`config.mk`:
```
export PLATFORM = sky130hd
export DESIGN_NAME = multi_ch_ack_sink_flat
export DESIGN_NICKNAME = d
export VERILOG_FILES = /design/src/rtl/multi_ch_ack_sink_pkg.sv /design/src/rtl/multi_ch_ack_sink_if.sv /design/src/rtl/multi_ch_ack_sink_rr_arb.sv /design/src/rtl/multi_ch_ack_sink.sv /design/src/flat_wrapper.sv
export SDC_FILE = /design/constraint.sdc
export NUM_CORES = 1
export LEC_CHECK = 0
export ABC_AREA = 1
export CORE_MARGIN = 4
export CORE_UTILIZATION = 49
export CTS_CLUSTER_SIZE = 8
export DETAILED_ROUTE_END_ITERATION = 8
export PLACE_DENSITY = 0.81
export SLEW_MARGIN = 20
export SYNTH_ARGS = -nofsm -noshare
export SYNTH_HDL_FRONTEND = slang
export SYNTH_SLANG_ARGS = --single-unit
export TNS_END_PERCENT = 10
```
`constraint.sdc`:
```
create_clock -name clk -period 7.7 [get_ports clk]
set_input_delay 0.77 -clock clk [delete_from_list [all_inputs] [get_ports clk]]
set_output_delay 0.77 -clock clk [all_outputs]
set_load 0.02 [all_outputs]
```
`src/rtl/multi_ch_ack_sink_pkg.sv`:
```
// -----------------------------------------------------------------------------
// hs_pkg
// Shared types and helpers for the multi-channel 4-phase acknowledge sink.
//   ch_state_t : per-channel handshake state (CH_IDLE waiting, CH_ACK acknowledged)
//   ch_idx_w() : width of a channel index, never less than one bit
// -----------------------------------------------------------------------------
package hs_pkg;

    typedef enum logic [0:0] {
        CH_IDLE = 1'b0,
        CH_ACK  = 1'b1
    } ch_state_t;

    // Width needed to hold a channel index; a single channel still gets one bit.
    function automatic int ch_idx_w(input int n);
        if ($clog2(n) < 1) begin
            return 1;
        end else begin
            return $clog2(n);
        end
    endfunction

endpackage : hs_pkg

```
`src/rtl/multi_ch_ack_sink_if.sv`:
```
// -----------------------------------------------------------------------------
// multi_ch_ack_sink_if
// Bundles the per-channel 4-phase request/acknowledge lines, the channel
// payloads and the downstream valid/ready output slot.
//   async_req  : per-channel request levels from foreign clock domains
//   async_data : per-channel payloads, stable while a request is outstanding
//   ack        : per-channel acknowledge levels back to the sources
//   out_data   : captured payload
//   out_ch     : channel index that produced out_data
//   out_valid  : output slot holds a word
//   out_ready  : downstream accepts when out_valid && out_ready
// Modports: slave = the sink, master = the sources plus downstream consumer.
// -----------------------------------------------------------------------------
interface multi_ch_ack_sink_if
    import hs_pkg::*;
#(
    parameter int NUM_CH     = 4,
    parameter int DATA_WIDTH = 8,
    localparam int CH_W      = ch_idx_w(NUM_CH)
);

    logic [NUM_CH-1:0]                  async_req;
    logic [NUM_CH-1:0][DATA_WIDTH-1:0]  async_data;
    logic [NUM_CH-1:0]                  ack;
    logic [DATA_WIDTH-1:0]              out_data;
    logic [CH_W-1:0]                    out_ch;
    logic                               out_valid;
    logic                               out_ready;

    modport slave (
        input  async_req,
        input  async_data,
        input  out_ready,
        output ack,
        output out_data,
        output out_ch,
        output out_valid
    );

    modport master (
        output async_req,
        output async_data,
        output out_ready,
        input  ack,
        input  out_data,
        input  out_ch,
        input  out_valid
    );

endinterface : multi_ch_ack_sink_if

```
`src/rtl/multi_ch_ack_sink_rr_arb.sv`:
```
// -----------------------------------------------------------------------------
// rr_arb
// Round-robin arbiter. The search starts at the channel after the last one
// granted and wraps from NUM_CH-1 to 0. After reset the pointer sits on
// NUM_CH-1 so channel 0 has top priority.
//   clk, rst : clock and asynchronous active-high reset
//   i_req    : request vector (already qualified by the caller)
//   o_grant  : one-hot grant, all zero when nothing requests
//   o_idx    : index of the granted channel
//   o_any    : a grant is being issued this cycle
// -----------------------------------------------------------------------------
module rr_arb
    import hs_pkg::*;
#(
    parameter int NUM_CH = 4,
    localparam int CH_W  = ch_idx_w(NUM_CH)
) (
    input  logic              clk,
    input  logic              rst,
    input  logic [NUM_CH-1:0] i_req,
    output logic [NUM_CH-1:0] o_grant,
    output logic [CH_W-1:0]   o_idx,
    output logic              o_any
);

    logic [CH_W-1:0]   r_last;
    logic [NUM_CH-1:0] w_grant;
    logic [CH_W-1:0]   w_idx;
    logic [CH_W-1:0]   w_pos;
    logic              w_any;
    logic              w_hit;

    // First requester at or after r_last+1 (modulo NUM_CH) wins.
    always_comb begin
        w_grant = '0;
        w_idx   = '0;
        w_pos   = '0;
        w_any   = 1'b0;
        w_hit   = 1'b0;
        for (int k = 0; k < NUM_CH; k++) begin
            w_pos          = CH_W'((int'(r_last) + 1 + k) % NUM_CH);
            w_hit          = ~w_any & i_req[w_pos];
            w_grant[w_pos] = w_grant[w_pos] | w_hit;
            w_idx          = w_hit ? w_pos : w_idx;
            w_any          = w_any | w_hit;
        end
    end

    // Pointer remembers the most recent grant.
    always_ff @(posedge clk or posedge rst) begin
        if (rst) begin
            r_last <= CH_W'(NUM_CH - 1);
        end else if (w_any) begin
            r_last <= w_idx;
        end else begin
            r_last <= r_last;
        end
    end

    assign o_grant = w_grant;
    assign o_idx   = w_idx;
    assign o_any   = w_any;

endmodule : rr_arb

```
`src/rtl/multi_ch_ack_sink.sv`:
```
// -----------------------------------------------------------------------------
// multi_ch_ack_sink
// Collects words from NUM_CH independent 4-phase request/acknowledge sources
// living in foreign clock domains and funnels them into one valid/ready slot.
// Each request is synchronized through SYNC_STAGES flops; a pending channel
// is granted round-robin when the output slot is free, its payload is loaded
// into the slot and its acknowledge rises on the same edge. The acknowledge
// stays high until the synchronized request is seen low, so a request held
// high is captured once.
//   clk : sole clock
//   rst : asynchronous active-high reset
//   bus : multi_ch_ack_sink_if.slave (requests, payloads, acks, output slot)
// -----------------------------------------------------------------------------
module multi_ch_ack_sink
    import hs_pkg::*;
#(
    parameter int NUM_CH      = 4,
    parameter int DATA_WIDTH  = 8,
    parameter int SYNC_STAGES = 2,
    localparam int CH_W       = ch_idx_w(NUM_CH)
) (
    input  logic                  clk,
    input  logic                  rst,
    multi_ch_ack_sink_if.slave    bus
);

    logic [NUM_CH-1:0]     r_sync [SYNC_STAGES];
    ch_state_t             r_state [NUM_CH];
    logic [DATA_WIDTH-1:0] r_data;
    logic [CH_W-1:0]       r_ch;
    logic                  r_valid;

    ch_state_t             w_state_nxt [NUM_CH];
    logic [NUM_CH-1:0]     w_req_s;
    logic [NUM_CH-1:0]     w_pend;
    logic [NUM_CH-1:0]     w_arb_req;
    logic [NUM_CH-1:0]     w_grant;
    logic [NUM_CH-1:0]     w_ack;
    logic [CH_W-1:0]       w_idx;
    logic                  w_any;
    logic                  w_slot_free;

    // Request synchronizer chain, one shift register per channel bit.
    always_ff @(posedge clk or posedge rst) begin
        if (rst) begin
            for (int s = 0; s < SYNC_STAGES; s++) begin
                r_sync[s] <= '0;
            end
        end else begin
            r_sync[0] <= bus.async_req;
            for (int s = 1; s < SYNC_STAGES; s++) begin
                r_sync[s] <= r_sync[s-1];
            end
        end
    end

    assign w_req_s     = r_sync[SYNC_STAGES-1];
    assign w_slot_free = ~r_valid | bus.out_ready;

    // Pending channels compete only when the slot can take a word this edge.
    always_comb begin
        w_pend    = '0;
        w_arb_req = '0;
        for (int i = 0; i < NUM_CH; i++) begin
            w_pend[i] = (r_state[i] == CH_IDLE) & w_req_s[i];
        end
        if (w_slot_free) begin
            w_arb_req = w_pend;
        end else begin
            w_arb_req = '0;
        end
    end

    rr_arb #(
        .NUM_CH (NUM_CH)
    ) u_arb (
        .clk     (clk),
        .rst     (rst),
        .i_req   (w_arb_req),
        .o_grant (w_grant),
        .o_idx   (w_idx),
        .o_any   (w_any)
    );

    // Per-channel handshake next state; CH_ACK ignores req_s until it drops.
    always_comb begin
        for (int i = 0; i < NUM_CH; i++) begin
            w_state_nxt[i] = CH_IDLE;
            case (r_state[i])
                CH_IDLE: w_state_nxt[i] = w_grant[i] ? CH_ACK : CH_IDLE;
                CH_ACK:  w_state_nxt[i] = w_req_s[i] ? CH_ACK : CH_IDLE;
                default: w_state_nxt[i] = CH_IDLE;
            endcase
        end
    end

    // Per-channel handshake state registers.
    always_ff @(posedge clk or posedge rst) begin
        if (rst) begin
            for (int i = 0; i < NUM_CH; i++) begin
                r_state[i] <= CH_IDLE;
            end
        end else begin
            for (int i = 0; i < NUM_CH; i++) begin
                r_state[i] <= w_state_nxt[i];
            end
        end
    end

    // Acknowledge is a direct decode of the state flop, so it is glitch-free.
    always_comb begin
        w_ack = '0;
        for (int i = 0; i < NUM_CH; i++) begin
            w_ack[i] = (r_state[i] == CH_ACK);
        end
    end

    // Output slot: load on grant (also back-to-back with an accept),
    // clear on an accept without a grant, otherwise hold.
    always_ff @(posedge clk or posedge rst) begin
        if (rst) begin
            r_data  <= '0;
            r_ch    <= '0;
            r_valid <= 1'b0;
        end else if (w_any) begin
            r_data  <= bus.async_data[w_idx];
            r_ch    <= w_idx;
            r_valid <= 1'b1;
        end else if (bus.out_ready) begin
            r_data  <= r_data;
            r_ch    <= r_ch;
            r_valid <= 1'b0;
        end else begin
            r_data  <= r_data;
            r_ch    <= r_ch;
            r_valid <= r_valid;
        end
    end

    assign bus.ack       = w_ack;
    assign bus.out_data  = r_data;
    assign bus.out_ch    = r_ch;
    assign bus.out_valid = r_valid;

endmodule : multi_ch_ack_sink

```
`src/flat_wrapper.sv`:
```
// flat-port wrapper written by rule: the top's interface ports become plain ports
module multi_ch_ack_sink_flat import hs_pkg::*;
#(
    parameter int NUM_CH      = 4,
    parameter int DATA_WIDTH  = 8,
    parameter int SYNC_STAGES = 2,
    localparam int CH_W       = ch_idx_w(NUM_CH)
)
  (clk, rst, bus_async_req, bus_async_data, bus_out_ready, bus_ack, bus_out_data, bus_out_ch, bus_out_valid);
  multi_ch_ack_sink_if #(.NUM_CH(NUM_CH), .DATA_WIDTH(DATA_WIDTH)) bus_i ();
  input  logic clk;
  input  logic rst;
  input wire logic [$bits(bus_i.async_req)-1:0] bus_async_req;
  input wire logic [$bits(bus_i.async_data)-1:0] bus_async_data;
  input wire logic [$bits(bus_i.out_ready)-1:0] bus_out_ready;
  output wire logic [$bits(bus_i.ack)-1:0] bus_ack;
  output wire logic [$bits(bus_i.out_data)-1:0] bus_out_data;
  output wire logic [$bits(bus_i.out_ch)-1:0] bus_out_ch;
  output wire logic [$bits(bus_i.out_valid)-1:0] bus_out_valid;
  assign bus_i.async_req = bus_async_req;
  assign bus_i.async_data = bus_async_data;
  assign bus_i.out_ready = bus_out_ready;
  assign bus_ack = bus_i.ack;
  assign bus_out_data = bus_i.out_data;
  assign bus_out_ch = bus_i.out_ch;
  assign bus_out_valid = bus_i.out_valid;
  multi_ch_ack_sink #(.NUM_CH(NUM_CH), .DATA_WIDTH(DATA_WIDTH), .SYNC_STAGES(SYNC_STAGES)) u_core (.clk(clk), .rst(rst), .bus(bus_i));
endmodule
```
==> metrics.cfg, run 1 <==
[cts]
cts_resized = 0
cts.path.max_buffers = 2
clk_latency_ns = 0.32
post-cts-setup-buffers = 0
htree_num_levels = 1
cts_sinks = 25
clk_pin_slew_ns = 0.15
root_buffer = clkbuf_4
numCtsBuffers = 3
cts_tree = yes
cts-hold-fix-buffers = 0

[detailed_routing]
first_pass_iters = 6
viasPerCell = 5.22
num_vias = 1691
drtIter0Drc = 296
wl_per_cell_um = 13.7
drc = 0
ant_nets = 0
wl_um = 4430

[timing]
fin_tns_setup_ns = 0
max_freq_ghz = 0.307
min_period_ns = 3.26
rsz0062_at_grt = no
worst_pin_slew_ns = 0.912
finalClockSkew_ns = 0.0170
fin_crit_sh_pct = 42.3
slew_headroom_pct = 39.2
setup_violations = 0
final_max_slew_viol_count = 0
finalHoldViolations = 0

[logic_synthesis]
syn_avg_cell_area_um2 = 7.22
ys_seq_area_share_pct = 38.0
netlist_area_um2 = 1650
syn_inst = 229
syn_nets = 272
yosysWarningCount = 0
ys_ff_latch = 25
yosysUniqueCellTypes = 28

[cells_and_area]
fin_util_pct = 70.5
syn_to_final_growth_pct = 34.4
fin_nets = 324
stdcell_count = 324
antennaDiodeCount = 0
drive_gt1_share_pct = 9.29

[hold_path]
worstHoldStart = u_core.r_sync[5]$_DFF_PP0_
hold_class = flip-flop to flip-flop

[critical_path]
end_kind = flip-flop
critical_path_peak_fanout = 19
crit_required_ns = 7.93
critPathKind = flip-flop to flip-flop
cp.arrival_ns = 3.49
worstSetupStartpointType = flip-flop
worstReg2RegStart = u_core.u_arb.r_last[0]$_DFFE_PP1P_
startpoint = u_core.u_arb.r_last[0]$_DFFE_PP1P_

[floorplanning]
die_h_um = 66.1
io_pins = 54
row_count = 20
die_area_um2 = 4370
die_x_um = 66.1
initial_core_util_pct = 52.5
core-area_um2 = 3150

[global_route]
antenna_found_initial = 0
grt_max_degree = 26
grt_pass1_wl_um = 7410
grt_usage_pct = 21.7
grt_pass1_vias = 1619
grt-ovfl-total = 0

[flow_run]
max_cap_viol_count = 0

[placed_design]
dp_cells = 320
place_hpwl_um = 3460
portBuffers = 53
place_congestion = 0.938

[status]
outcome = finished clean

## sequential cells by signal, indices dropped and copies added, names as in the netlist
signal / flops
u_core.bus.out_data: 8
u_core.w_req_s: 4
u_core.bus.out_valid: 1
u_core.u_arb.r_last: 2
u_core.bus.out_ch: 2
u_core.bus.ack: 4
u_core.r_sync: 4
## critical path: stages (launching register included)
cell,delay (ns)
dfstp_2,0.73
inv_2,0.19
ha_1,0.31
nor2_1,0.22
inv_1,0.12
nand2_1,0.08
nand2_1,0.08
nor2_2,0.11
nand2_1,0.11
a21oi_4,0.19
nand3b_1,0.15
nand2_2,0.22
clkinv_2,0.26
nor2_1,0.06
nor2_1,0.09
o21ai_1,0.08
a31oi_1,0.19
## kinds of logic after synthesis
logic type                 after synthesis  share of synthesized area (%)
and+or+nand+nor                        131                           34.9
buffers and inverters                   28                           7.87
adders and majority gates                4                           3.03
DFF                                     25                           38.0
AOI/OAI and AO/OA                       41                           16.2
## cells in the final DEF, fill, tap and decap left out, drive strengths merged
cell,count
a211oi,1
a21oi,8
a31oi,5
clkbuf,3
clkdlybuf4s50,53
clkinv,1
clkinvlp,1
dfrtp,23
dfstp,2
ha,4
inv,21
nand2,69
nand3,32
nand3b,1
nor2,29
o211ai,3
o21ai,17
o21bai,5
o221ai,2
## cell type report
| class | instances | area (um2) |
|---|---|---|
| inverter | 22 | 83.8 |
| tap | 44 | 55.1 |
| multi-input combinational | 176 | 896 |
| timing repair buffer | 53 | 531 |
| sequential | 25 | 628 |
| clock inverter | 1 | 7.51 |
| clock buffer | 3 | 22.5 |
| fill | 278 | 930 |
## worst paths after layout
check                                                     end  slack, ns  cells after the start
max                        u_core.bus.out_data[2]$_DFFE_PP0P_       4.44                     16
min                               u_core.w_req_s[1]$_DFF_PP0_       0.37                      0
max reg2reg                u_core.bus.out_data[2]$_DFFE_PP0P_       4.44                     16
min reg2reg                       u_core.w_req_s[1]$_DFF_PP0_       0.37                      0
max in group asynchronous  u_core.bus.out_data[3]$_DFFE_PP0P_       6.20                      2
min in group asynchronous          u_core.r_sync[5]$_DFF_PP0_       0.93                      2
## metrics by stage
stage	cell area, um2	hold WS [ns]	setup WS, ns
5_1_grt	2220	0.386	4.17
6_report	2220	0.367	4.44
3_5_place_dp	2190	0.335	4.42
2_1_floorplan	1650	0.331	5.18
3_3_place_gp	2190	0.332	4.50
4_1_cts	2220	0.368	4.50
## metal layers
layer | global-route usage [%] | part of all wire, % | up-vias
met5 | 0 | 0 | -
met4 | 4.06 | 0.81 | 0
met3 | 3.40 | 4.8 | 4
met2 | 33.2 | 48 | 59
met1 | 32.3 | 47 | 771
li1 | - | - | 857
## cell usage after synthesis, drive strengths merged
library cell | count | area [um2]
a21oi | 8 | 66.3
nand3b | 1 | 7.51
o21bai | 5 | 37.5
nand3 | 32 | 165
clkinv | 1 | 5.00
inv | 21 | 78.8
clkbuf | 1 | 3.75
a211oi | 1 | 7.51
a31oi | 5 | 31.3
nand2 | 69 | 292
o221ai | 2 | 17.5
ha | 4 | 50.1
nor2 | 29 | 114
buf | 5 | 42.5
o21ai | 17 | 85.1
dfrtp | 23 | 576
o211ai | 3 | 22.5
dfstp | 2 | 52.6
Power of run 1 is left out: the tool's default activity adds up to more than one toggle a clock period on the data nets, which glitch-free logic cannot reach.
==> run 2: changes to the inputs <==
CORE_UTILIZATION = 46   (was 49)
PLACE_DENSITY = 0.77   (was 0.81)
clock period = 3.35 ns   (was 7.7 ns; I/O delays follow)
==> run 2 against run 1 <==
Compared with the run above:
- setup slack lost 4.1 ns
- clock skew decreased by 0.010 ns
- routed wire length fell by 1.9%
- non-clock buffer count increased by 2
- clock-buffer cell count is the same
- maximum frequency up 9.2%
- utilization shrank 4.9 points
- via count is 1.4% lower
- sequential cell count did not move
- global-route usage fell by 1.2 points
- die area up 5.7%
- cell area is 0.84% higher
- critical path type unchanged
- critical endpoint is now u_core.bus.out_data[4]$_DFFE_PP0P_
==> metrics.cfg, run 2 (synthesis gave the netlist of run 1 again) <==
[timing]
setup_violations = 0
finalClockSkew_ns = 0.00674
fin_tns_setup_ns = 0
rsz0062_at_grt = no
final_max_slew_viol_count = 0
worst_pin_slew_ns = 0.940
slew_headroom_pct = 37.3
finalHoldViolations = 0
min_period_ns = 2.98
fin_crit_sh_pct = 89.0
max_freq_ghz = 0.335

[critical_path]
end_kind = flip-flop
critical_path_peak_fanout = 19
r2r_cells = 16
crit_required_ns = 3.61
critPathKind = flip-flop to flip-flop
cp.arrival_ns = 3.25
worstSetupStartpointType = flip-flop

[global_route]
grt_pass1_wl_um = 7290
grt-ovfl-total = 0
grt_util_met1_pct = 30.2
busiest_layer = met2
grt_pass1_vias = 1615
grt_max_degree = 26
globalRouteMet2Util_pct = 31.9
use_met3_pct = 1.97
grt_usage_pct = 20.5
antenna_found_initial = 0

[detailed_routing]
ant_nets = 0
viasPerCell = 5.09
num_vias = 1668
drc = 0
wl_per_cell_um = 13.2
wl_um = 4340
drtIter0Drc = 155
first_pass_iters = 4

[floorplanning]
die_x_um = 68.0
row_count = 21
die_h_um = 68.0
core-area_um2 = 3420
initial_core_util_pct = 48.4
die_area_um2 = 4620
io_pins = 54

[placed_design]
place_hpwl_um = 3420
place_congestion = 0.964
portBuffers = 53

[cells_and_area]
fin_nets = 326
nFillCells = 328
syn_to_final_growth_pct = 35.6
antennaDiodeCount = 0
largest_reg_flops = 8
fin_util_pct = 65.6
final_cell_mix = 60 x nand2_1, 53 x clkdlybuf4s50_1, 31 x nand3_1
final_common_cell = nand2_1
drive_gt1_share_pct = 9.93

[cts]
root_buffer = clkbuf_4
cts-hold-fix-buffers = 0
htree_num_levels = 1
clk_pin_slew_ns = 0.15
clk_latency_ns = 0.33
cts_tree = yes
numCtsBuffers = 3
cts_sinks = 25
post-cts-setup-buffers = 0
cts.path.max_buffers = 2
cts_resized = 0

[status]
outcome = finished clean

[hold_path]
hold_class = flip-flop to flip-flop
whs_path_depth = 0

[flow_run]
max_cap_viol_count = 0

## run 2: layout make-up
| cell class | count | area, um2 | area share, % |
|---|---|---|---|
| timing repair buffer | 55 | 546 | 24.3 |
| inverter | 22 | 83.8 | 3.74 |
| clock buffer | 3 | 22.5 | 1.00 |
| tap | 46 | 57.6 | 2.57 |
| multi-input combinational | 176 | 896 | 40.0 |
| clock inverter | 1 | 8.76 | 0.391 |
| sequential | 25 | 628 | 28.0 |
## run 2: path summary, 6_finish.rpt
check | startpoint | to | slack, ns
setup / recovery | u_core.u_arb.r_last[0]$_DFFE_PP1P_ | u_core.bus.out_data[4]$_DFFE_PP0P_ | 0.37
hold / removal | u_core.r_sync[7]$_DFF_PP0_ | u_core.w_req_s[3]$_DFF_PP0_ | 0.37
setup reg to reg | u_core.u_arb.r_last[0]$_DFFE_PP1P_ | u_core.bus.out_data[4]$_DFFE_PP0P_ | 0.37
hold reg to reg | u_core.r_sync[7]$_DFF_PP0_ | u_core.w_req_s[3]$_DFF_PP0_ | 0.37
max in group asynchronous | rst | u_core.bus.out_data[2]$_DFFE_PP0P_ | 2.28
min in group asynchronous | rst | u_core.r_sync[4]$_DFF_PP0_ | 0.49
## run 2: layer usage
layer | vias up | part of all wire, % | routed length, um
li1 | 861 | - | -
met1 | 770 | 49 | 2120
met2 | 30 | 47 | 2050
met3 | 7 | 2.4 | 106
met4 | 0 | 1.6 | 68
met5 | - | 0 | 0
## run 2: critical path: stages, from the launching register on
cell	delay, ns
dfstp_2	0.57
inv_2	0.11
ha_1	0.30
nor2_1	0.23
inv_1	0.10
nand2_1	0.07
nand2_1	0.08
nor2_2	0.12
nand2_1	0.11
a21oi_4	0.21
nand3b_1	0.15
nand2_2	0.21
clkinv_2	0.25
nor2_1	0.06
nor2_1	0.08
o21ai_1	0.08
a31oi_1	0.17
## run 2: through the flow
step                hold slack, ns  setup WS [ns]  area (um2)  std cells
floorplan                    0.331          0.830        1650        229
global placement             0.332          0.453        2210        324
detailed placement           0.336          0.449        2210        324
CTS                          0.371          0.397        2240        328
global route                 0.384         0.0811        2240        328
finish                       0.368          0.367        2240        328
Power of run 2 is left out for the same reason.
